[src/rtl/mips_ctrl_pkg.sv]
// Shared MIPS control constants: opcode/funct fields, writeback and forwarding
// select encodings, and the hazard controller's FSM states.
package mips_ctrl_pkg;

  localparam logic [5:0] OP_RTYPE = 6'h00;
  localparam logic [5:0] OP_J     = 6'h02;
  localparam logic [5:0] OP_JAL   = 6'h03;
  localparam logic [5:0] OP_BEQ   = 6'h04;
  localparam logic [5:0] OP_BNE   = 6'h05;
  localparam logic [5:0] OP_LUI   = 6'h0f;
  localparam logic [5:0] OP_LW    = 6'h23;
  localparam logic [5:0] OP_SW    = 6'h2b;

  localparam logic [5:0] FN_SLL   = 6'h00;
  localparam logic [5:0] FN_SRL   = 6'h02;
  localparam logic [5:0] FN_SRA   = 6'h03;
  localparam logic [5:0] FN_BREAK = 6'h0d;
  localparam logic [5:0] FN_MULT  = 6'h18;
  localparam logic [5:0] FN_MULTU = 6'h19;
  localparam logic [5:0] FN_DIV   = 6'h1a;
  localparam logic [5:0] FN_DIVU  = 6'h1b;

  typedef enum logic [1:0] {
    WSEL_ALU  = 2'b00,
    WSEL_DMEM = 2'b01,
    WSEL_PC8  = 2'b10
  } wsel_e;

  typedef enum logic [1:0] {
    FWD_RF  = 2'b00,
    FWD_EXE = 2'b01,
    FWD_MEM = 2'b10
  } fwd_e;

  typedef enum logic [1:0] {
    ST_RUN      = 2'b00,
    ST_MDU_WAIT = 2'b01,
    ST_HALT     = 2'b10
  } state_e;

  function automatic logic is_mdu_op(input logic [31:0] instr);
    return (instr[31:26] == OP_RTYPE) &&
           (instr[5:0] inside {FN_MULT, FN_MULTU, FN_DIV, FN_DIVU});
  endfunction

  function automatic logic is_break_op(input logic [31:0] instr);
    return (instr[31:26] == OP_RTYPE) && (instr[5:0] == FN_BREAK);
  endfunction

endpackage

[src/rtl/pipeline_hazard_ctrl_reg_use_decode.sv]
// Decodes which source register fields (rs, rt) an ID-stage instruction reads.
import mips_ctrl_pkg::*;

module reg_use_decode (
  input  logic [31:0] instr,
  output logic        rs_used,
  output logic        rt_used
);

  logic [5:0] op;
  logic [5:0] fn;
  logic       unused_fields;

  assign op = instr[31:26];
  assign fn = instr[5:0];
  assign unused_fields = ^instr[25:6];

  always_comb begin
    rs_used = 1'b0;
    rt_used = 1'b0;
    if (op == OP_RTYPE) begin
      rs_used = !(fn inside {FN_SLL, FN_SRL, FN_SRA});
      rt_used = 1'b1;
    end else begin
      rs_used = !(op inside {OP_J, OP_JAL, OP_LUI});
      rt_used = op inside {OP_BEQ, OP_BNE, OP_SW};
    end
  end

endmodule

[src/rtl/pipeline_hazard_ctrl.sv]
// Stall/flush/forwarding controller for the 5-stage MIPS pipeline, including
// the MDU start handshake and break halt.
import mips_ctrl_pkg::*;

module pipeline_hazard_ctrl #(
  parameter int unsigned CNT_W = 32
) (
  input  logic             clk,
  input  logic             reset,
  input  logic [31:0]      id_instr,
  input  logic [31:0]      exe_instr,
  input  logic             exe_GPR_we,
  input  logic [4:0]       exe_GPR_waddr,
  input  logic [1:0]       exe_GPR_wdata_select,
  input  logic             mem_GPR_we,
  input  logic [4:0]       mem_GPR_waddr,
  input  logic             branch_taken,
  input  logic             mdu_done,
  output logic             pc_ena,
  output logic             if_id_ena,
  output logic             if_id_flush,
  output logic             id_exe_ena,
  output logic             id_exe_bubble,
  output logic             exe_mem_ena,
  output logic             exe_mem_bubble,
  output logic             mem_wb_ena,
  output logic [1:0]       fwd_rs_sel,
  output logic [1:0]       fwd_rt_sel,
  output logic             mdu_start,
  output logic             halted,
  output logic [CNT_W-1:0] stall_cnt
);

  state_e     state, next_state;
  logic       rs_used, rt_used;
  logic [4:0] rs, rt;
  logic       load_use;
  logic       unused_exe;

  assign rs = id_instr[25:21];
  assign rt = id_instr[20:16];
  assign unused_exe = ^exe_instr[25:6];

  reg_use_decode u_reg_use_decode (
    .instr   (id_instr),
    .rs_used (rs_used),
    .rt_used (rt_used)
  );

  function automatic fwd_e fwd_pick(input logic [4:0] src);
    if (src != 5'd0 && exe_GPR_we && exe_GPR_waddr == src &&
        exe_GPR_wdata_select != WSEL_DMEM)
      return FWD_EXE;
    else if (src != 5'd0 && mem_GPR_we && mem_GPR_waddr == src)
      return FWD_MEM;
    else
      return FWD_RF;
  endfunction

  assign load_use = exe_GPR_we && (exe_GPR_wdata_select == WSEL_DMEM) &&
                    (exe_GPR_waddr != 5'd0) &&
                    ((rs_used && exe_GPR_waddr == rs) ||
                     (rt_used && exe_GPR_waddr == rt));

  always_comb begin
    next_state     = state;
    pc_ena         = 1'b0;
    if_id_ena      = 1'b0;
    if_id_flush    = 1'b0;
    id_exe_ena     = 1'b0;
    id_exe_bubble  = 1'b0;
    exe_mem_ena    = 1'b0;
    exe_mem_bubble = 1'b0;
    mem_wb_ena     = 1'b0;
    fwd_rs_sel     = FWD_RF;
    fwd_rt_sel     = FWD_RF;
    mdu_start      = 1'b0;
    halted         = 1'b0;
    if (reset) begin
      fwd_rs_sel = fwd_pick(rs);
      fwd_rt_sel = fwd_pick(rt);
      unique case (state)
        ST_RUN: begin
          if (is_break_op(exe_instr)) begin
            next_state = ST_HALT;
          end else if (is_mdu_op(exe_instr)) begin
            mdu_start      = 1'b1;
            exe_mem_ena    = 1'b1;
            exe_mem_bubble = 1'b1;
            mem_wb_ena     = 1'b1;
            next_state     = ST_MDU_WAIT;
          end else if (load_use) begin
            id_exe_ena    = 1'b1;
            id_exe_bubble = 1'b1;
            exe_mem_ena   = 1'b1;
            mem_wb_ena    = 1'b1;
          end else begin
            pc_ena      = 1'b1;
            if_id_ena   = 1'b1;
            id_exe_ena  = 1'b1;
            exe_mem_ena = 1'b1;
            mem_wb_ena  = 1'b1;
            if_id_flush = branch_taken;
          end
        end
        ST_MDU_WAIT: begin
          exe_mem_ena = 1'b1;
          mem_wb_ena  = 1'b1;
          if (mdu_done) begin
            // Release behaves like a normal advance, so a branch held in ID
            // during the wait still flushes its wrong-path fetch.
            pc_ena      = 1'b1;
            if_id_ena   = 1'b1;
            id_exe_ena  = 1'b1;
            if_id_flush = branch_taken;
            next_state  = ST_RUN;
          end else begin
            exe_mem_bubble = 1'b1;
          end
        end
        ST_HALT: halted = 1'b1;
        default: next_state = ST_RUN;
      endcase
    end
  end

  always_ff @(posedge clk or negedge reset) begin
    if (!reset) begin
      state     <= ST_RUN;
      stall_cnt <= '0;
    end else begin
      state <= next_state;
      if (!pc_ena) stall_cnt <= stall_cnt + CNT_W'(1);
    end
  end

endmodule

[config.mk]
export PLATFORM = sky130hd
export DESIGN_NAME = pipeline_hazard_ctrl
export DESIGN_NICKNAME = d
export VERILOG_FILES = /design/src/rtl/mips_ctrl_pkg.sv /design/src/rtl/pipeline_hazard_ctrl_reg_use_decode.sv /design/src/rtl/pipeline_hazard_ctrl.sv
export SDC_FILE = /design/constraint.sdc
export NUM_CORES = 1
export LEC_CHECK = 0
export CORE_MARGIN = 3
export CORE_UTILIZATION = 36
export DETAILED_ROUTE_END_ITERATION = 7
export PLACE_DENSITY = 0.76
export SLEW_MARGIN = 20
export SYNTH_ARGS = -nofsm -noshare
export SYNTH_HDL_FRONTEND = slang
export SYNTH_HIERARCHICAL = 1
export SYNTH_SLANG_ARGS = --single-unit
[constraint.sdc]
create_clock -name clk -period 1.8 [get_ports clk]
set_input_delay 0.27 -clock clk [delete_from_list [all_inputs] [get_ports clk]]
set_output_delay 0.27 -clock clk [all_outputs]
set_load 0.1 [all_outputs]
==> impl_metrics.json, run 1 <==
{
  "multi_input_area_mm2": 0.00227,
  "diodes": 0,
  "grt_pass1_wl_um": 18800,
  "power_density_mw_per_mm2": 1080,
  "drt_iter0_drc": 270,
  "seq_area_um2": 940,
  "row_count": 28,
  "via_per_inst": 6.26,
  "tritoncts": "built",
  "setup_viol_count_final": 41,
  "arrival_ns": 2.01,
  "dp_slack_ns": -0.928,
  "fin_nets": 533,
  "critPathLaunchType": "input port",
  "clock_latency_ns": 0.30,
  "fin_crit_ns": 2.28,
  "hold_violations": 0,
  "fin_tns_setup_ns": -11.27,
  "fmax_mhz": 439,
  "relSlewSlack": 0.649,
  "dieArea_mm2": 0.00757,
  "grtUsageTotal": 0.326,
  "status": "finished, violations left",
  "failed_checks": "negative setup slack",
  "port_buffers": 97,
  "irDropWorstVdd_mv": 1.50,
  "h-tree-depth": 2,
  "placed_cell_area_mm2": 0.00505,
  "num_vias": 3293,
  "cts.sinks": 34,
  "crit_path_end_kind": "primary output",
  "antenna_found_initial": 0,
  "critPathKind": "input port to primary output",
  "syn2layout_area_growth_pct": 148,
  "grt_pass1_vias": 3381,
  "worstHoldPathType": "input port to async pin",
  "ys_warn_count": 6,
  "layout_setup_ws_ns": -0.477,
  "fin_worst_skew_ns": 0.0109,
  "io_pins": 128,
  "syn-cell-area_mm2": 0.00236,
  "synth-main-ff-cell": "dfrtp_1",
  "worstMarginPinSlew_ns": 0.525,
  "die_y_um": 87.0,
  "ant_nets": 0,
  "path_clk_slew_ns": 0.09,
  "cts_root_buf": "clkbuf_8",
  "synth_cells": 252,
  "drc": 0,
  "grt_start_max_net_pins": 23,
  "report.final.slew_viol_count": 0,
  "async_reset_ff_frac": 1.00,
  "rsz0062_at_grt": "true",
  "clk_path_buf_depth": 2,
  "cts_buffers": 5,
  "syn-num-nets": 335,
  "core_area_mm2": 0.00613,
  "finish.utilization": 0.954,
  "die_x_um": 87.0,
  "synth.yosys.seq_area_share": 0.360,
  "synth_cell_types": 45,
  "postSynthAreaPerCell_um2": 9.37,
  "worstPathRequired_ns": 1.53,
  "power.total_w": 0.00632,
  "drive_gt1_frac": 0.718,
  "gp_congestion": 0.797,
  "drv_cap": 0,
  "wl_per_cell_um": 28.4,
  "firstDrtPassIters": 5,
  "ys_seq_elements": 34,
  "cp_max_fo": 5,
  "initial_utilization": 0.385,
  "overflow": 0,
  "wirelength_um": 14900,
  "synth_edf_count": 0,
  "design_area_mm2": 0.00585,
  "p_leak_nw": 2.23,
  "min_period_over_period": 1.27,
  "place_hpwl_um": 6910,
  "nFillCells": 139
}
-- worst paths after layout --
check | start | to | slack (ns) | cells past startpoint
worst max-delay path | id_instr[3] | if_id_flush | -0.48 | 10
worst min-delay path | reset | stall_cnt[17] | 0.27 | 3
worst max register to register | state[0] | stall_cnt[23] | -0.29 | 7
worst min register to register | stall_cnt[31] | stall_cnt[31] | 0.53 | 1
max in group asynchronous | reset | stall_cnt[21] | 0.79 | 3
min in group clk | reset | state[1] | 0.47 | 3
-- state kept, by name, indices dropped and copies added (netlist names) --
register   count
stall_cnt     32
state          2
-- power breakdown --
part	total [W]	leakage (nW)	internal [W]	switching (W)
sequential	0.00133	0.334	0.00103	0.000300
clock	0.000648	0.0472	0.000309	0.000339
combinational	0.00434	1.85	0.00162	0.00272
-- critical path, stage by stage --
cell,delay (ns)
buf_6,0.10
nor4_4,0.28
o2111a_1,0.22
a31oi_1,0.05
nand3_1,0.10
nor2_2,0.07
o211ai_1,0.31
clkbuf_16,0.23
and3_4,0.19
buf_12,0.17
-- cell families (layout without fill, tap and decap cells) --
group           count (synthesis)  count (layout)  share of synthesized area
compound gates                 47              47                      0.164
buf+inv                        22             221                     0.0402
xor+xnor                       51              51                      0.189
simple gates                   96              96                      0.237
fa+ha+maj                       1               1                    0.00530
mux                             1               1                    0.00477
flops                          34              34                      0.360
-- synth_stat cells (2+ instances only) --
| library cell | count | share of area |
|---|---|---|
| dfrtp_1 | 34 | 0.36 |
| xnor2_1 | 26 | 0.096 |
| xor2_1 | 25 | 0.093 |
| nand2_1 | 17 | 0.027 |
| nand3_1 | 16 | 0.034 |
| nor2_1 | 14 | 0.022 |
| a21oi_1 | 12 | 0.025 |
| inv_1 | 12 | 0.019 |
| nand4_1 | 11 | 0.029 |
| a2111oi_0 | 8 | 0.030 |
| a211oi_1 | 8 | 0.025 |
| and3_1 | 7 | 0.019 |
| a2111oi_2 | 6 | 0.038 |
| nor4_1 | 6 | 0.016 |
| or4_1 | 5 | 0.016 |
| a2111oi_1 | 4 | 0.017 |
| buf_2 | 4 | 0.0085 |
| clkbuf_1 | 4 | 0.0064 |
| nand2b_1 | 3 | 0.0079 |
| and2_1 | 2 | 0.0053 |
| buf_4 | 2 | 0.0064 |
| nor2b_1 | 2 | 0.0053 |
| o21ai_0 | 2 | 0.0042 |
-- layer usage --
layer	share of wire	routed length [um]	up-vias	GRT usage
met1	0.34	5080	1584	0.375
met5	0	0	-	0
li1	-	-	1323	-
met4	0.074	1100	0	0.139
met2	0.51	7570	281	0.588
met3	0.079	1180	105	0.0587
-- layout make-up --
type	instances	share of cell area
flip-flops and latches	34	0.161
well taps	75	0.0160
clock inverters	2	0.00214
repair buffers	201	0.410
inverters	12	0.00770
clock buffers	6	0.0141
multi-input cells	196	0.389
-- cells in the final DEF (no fill, tap or decap), types with 4 or more instances in the layout --
| master | count |
|---|---|
| nand3_2 | 7 |
| dlygate4sd2_1 | 8 |
| nand2_1 | 15 |
| dfrtp_2 | 11 |
| buf_2 | 13 |
| nand4_1 | 11 |
| and3_1 | 6 |
| xnor2_2 | 12 |
| a211oi_2 | 4 |
| nor2_1 | 5 |
| inv_1 | 11 |
| a21oi_2 | 7 |
| xnor2_1 | 12 |
| or4_4 | 4 |
| dfrtp_4 | 20 |
| nor2_4 | 4 |
| a211oi_4 | 4 |
| nand3_1 | 8 |
| a21oi_4 | 4 |
| buf_12 | 54 |
| clkbuf_8 | 6 |
| a2111oi_4 | 18 |
| nor4_4 | 6 |
| xor2_1 | 25 |
| buf_4 | 67 |
| buf_6 | 42 |
| nor2_2 | 6 |
-- through the flow --
stage          hold WS [ns]  std cells
2_1_floorplan       -0.0256        252
3_3_place_gp          0.238        486
3_5_place_dp          0.247        486
4_1_cts               0.236        513
5_1_grt               0.295        526
6_report              0.270        526
-- what timing repair did --
| action | CTS | global route |
|---|---|---|
| endpoints found under the setup margin | 45 | 46 |
| gates resized for setup | 231 | 51 |
| pin swaps | 75 | 45 |
| gates cloned | 0 | 1 |
| buffers inserted | 20 | 13 |
| hold buffers | 2 | 0 |
| hold endpoints to repair | 12 | 0 |
Power figures use the tool's default switching activity.
==> inputs of run 2 (changes only) <==
CORE_ASPECT_RATIO = 1.4   (was not set)
CORE_UTILIZATION = 40   (was 36)
CTS_CLUSTER_DIAMETER = 150   (was not set)
PLACE_DENSITY = 0.8   (was 0.76)
clock period = 2.46 ns   (was 1.8 ns; I/O delays follow)
==> run 2 against run 1 <==
  * The run now ends clean
  * Flip-flop and latch count did not move
  * Die area shrank 9.2%
  * Via count down 20%
  * Sequential power is 34% lower
  * Critical path depth grew 1
  * Register-to-register slack better by 0.69 ns
  * Utilization shrank 19 points
  * First-iteration DRC count down 30%
  * Final area down 27%
  * Worst setup slack improved by 0.53 ns
  * Power decreased by 47%
  * Hold slack worse by 0.22 ns
  * Largest power group unchanged
  * Highest routed layer unchanged
==> impl_metrics.json, run 2 (same netlist as run 1, synthesis figures left out) <==
{
  "status": "completed",
  "initial_utilization": 0.421,
  "num_vias": 2627,
  "layout_commonest_cell": "buf_4",
  "wl_per_cell_um": 17.0,
  "grt_pass1_wl_um": 13100,
  "ant_nets": 0,
  "cts_root_buf": "clkbuf_8",
  "wirelength_um": 7990,
  "min_period_over_period": 0.980,
  "worstMarginPinSlew_ns": 0.606,
  "crit_path_end_kind": "primary output",
  "seq_area_um2": 860,
  "worstHoldPathType": "input port to async pin",
  "drt_iter0_drc": 188,
  "cp_max_fo": 3,
  "grt_start_max_net_pins": 28,
  "place_hpwl_um": 5390,
  "dieArea_mm2": 0.00688,
  "dp_slack_ns": -0.396,
  "overflow": 0,
  "p_leak_nw": 1.69,
  "arrival_ns": 2.04,
  "syn2layout_area_growth_pct": 81.8,
  "multi_input_area_mm2": 0.00174,
  "irDropWorstVdd_mv": 0.495,
  "die_x_um": 71.0,
  "row_count": 32,
  "final_cell_mix": "82 x buf_4, 27 x dfrtp_1, 25 x xor2_1",
  "setup_viol_count_final": 0,
  "hold_violations": 0,
  "firstDrtPassIters": 4,
  "cts.sinks": 34,
  "top_regs": "stall_cnt (32), state (2)",
  "cts.hold.buffers_added": 0,
  "worstPathRequired_ns": 2.09,
  "layout_setup_ws_ns": 0.0502,
  "grtUsageTotal": 0.233,
  "die_y_um": 96.9,
  "power_density_mw_per_mm2": 779,
  "fin_worst_skew_ns": 0.00558,
  "core_area_mm2": 0.00561,
  "fin_crit_ns": 2.41,
  "h-tree-depth": 2,
  "critPathLaunchType": "input port",
  "fmax_mhz": 415,
  "grt_pass1_vias": 2813,
  "drive_gt1_frac": 0.424,
  "io_pins": 128,
  "critPathKind": "input port to primary output",
  "drv_cap": 0,
  "top_register": "stall_cnt",
  "nFillCells": 365,
  "gp_congestion": 0.805,
  "clk_path_buf_depth": 2,
  "antenna_found_initial": 0,
  "cts_buffers": 5,
  "power.total_w": 0.00335,
  "finish.utilization": 0.766,
  "drc": 0,
  "via_per_inst": 5.60,
  "relSlewSlack": 0.595,
  "port_buffers": 97,
  "fin_nets": 483,
  "largest_reg_flops": 32,
  "report.final.slew_viol_count": 0,
  "diodes": 0,
  "rsz0062_at_grt": "true",
  "tritoncts": "built",
  "clock_latency_ns": 0.29,
  "path_clk_slew_ns": 0.07
}
## run 2: cell types whose count changed in the layout (fill, tap and decap cells not counted), moves of 9 or more
cell             previous run  this run
a2111oi_4                  18         6
buf_12                     54        15
buf_2                      13         2
buf_4                      67        82
buf_6                      42         2
clkdlybuf4s50_1             1        14
dfrtp_1                     3        27
dfrtp_4                    20         0
dlymetal6s2s_1              2        11
xnor2_1                    12        24
xnor2_2                    12         2
## run 2: final cells by class
cell class	count	share of cell area
multi-input combinational	196	0.405
sequential	34	0.200
timing repair buffer	151	0.343
tap	68	0.0198
clock inverter	1	0.00117
inverter	12	0.0105
clock buffer	7	0.0201
## run 2: metrics by stage
step | hold slack, ns | TNS (ns) | cell area, um2 | std cells
finish | 0.0486 | 0 | 4300 | 469
detailed placement | 0.359 | -8.60 | 3810 | 441
CTS | 0.0464 | -0.0107 | 4210 | 467
global placement | 0.355 | -6.67 | 3810 | 441
floorplan | 0.0734 | -0.977 | 2470 | 252
global route | 0.0712 | -0.145 | 4300 | 469
## run 2: timing repair
item                                    4_1_cts  5_1_grt
gates cloned                                  2        0
resized for setup                            60       48
setup buffers                                16        3
endpoints found under the setup margin       20       35
pin swaps                                    24       21
## run 2: path summary, 6_finish.rpt
kind / start / to / slack (ns) / cells after the start
setup / recovery: exe_GPR_waddr[4] / id_exe_bubble / 0.05 / 11
min in group clk: stall_cnt[31] / stall_cnt[31] / 0.47 / 1
hold reg to reg: stall_cnt[31] / stall_cnt[31] / 0.47 / 1
max in group asynchronous: reset / stall_cnt[8] / 2.10 / 2
hold / removal: reset / stall_cnt[22] / 0.05 / 2
setup reg to reg: stall_cnt[3] / stall_cnt[22] / 0.40 / 6
## run 2: critical path: stages
cell and delay, ns:
clkdlybuf4s15_1 0.27, or4_4 0.16, nor2_2 0.04, buf_4 0.13, buf_4 0.12, buf_4 0.12
buf_4 0.12, buf_4 0.12, buf_4 0.13, nor4_4 0.26, buf_12 0.22
## run 2: report_power, final
| group | switching (W) | internal (W) |
|---|---|---|
| combinational | 0.00149 | 0.000545 |
| clock | 0.000203 | 0.000226 |
| sequential | 0.000189 | 0.000695 |
## run 2: routing by layer
layer / vias up / global-route usage / part of all wire
li1: 1224 / - / -
met3: 24 / 0.0520 / 0.074
met1: 1261 / 0.245 / 0.35
met2: 118 / 0.425 / 0.54
met4: 0 / 0.113 / 0.035
met5: - / 0 / 0
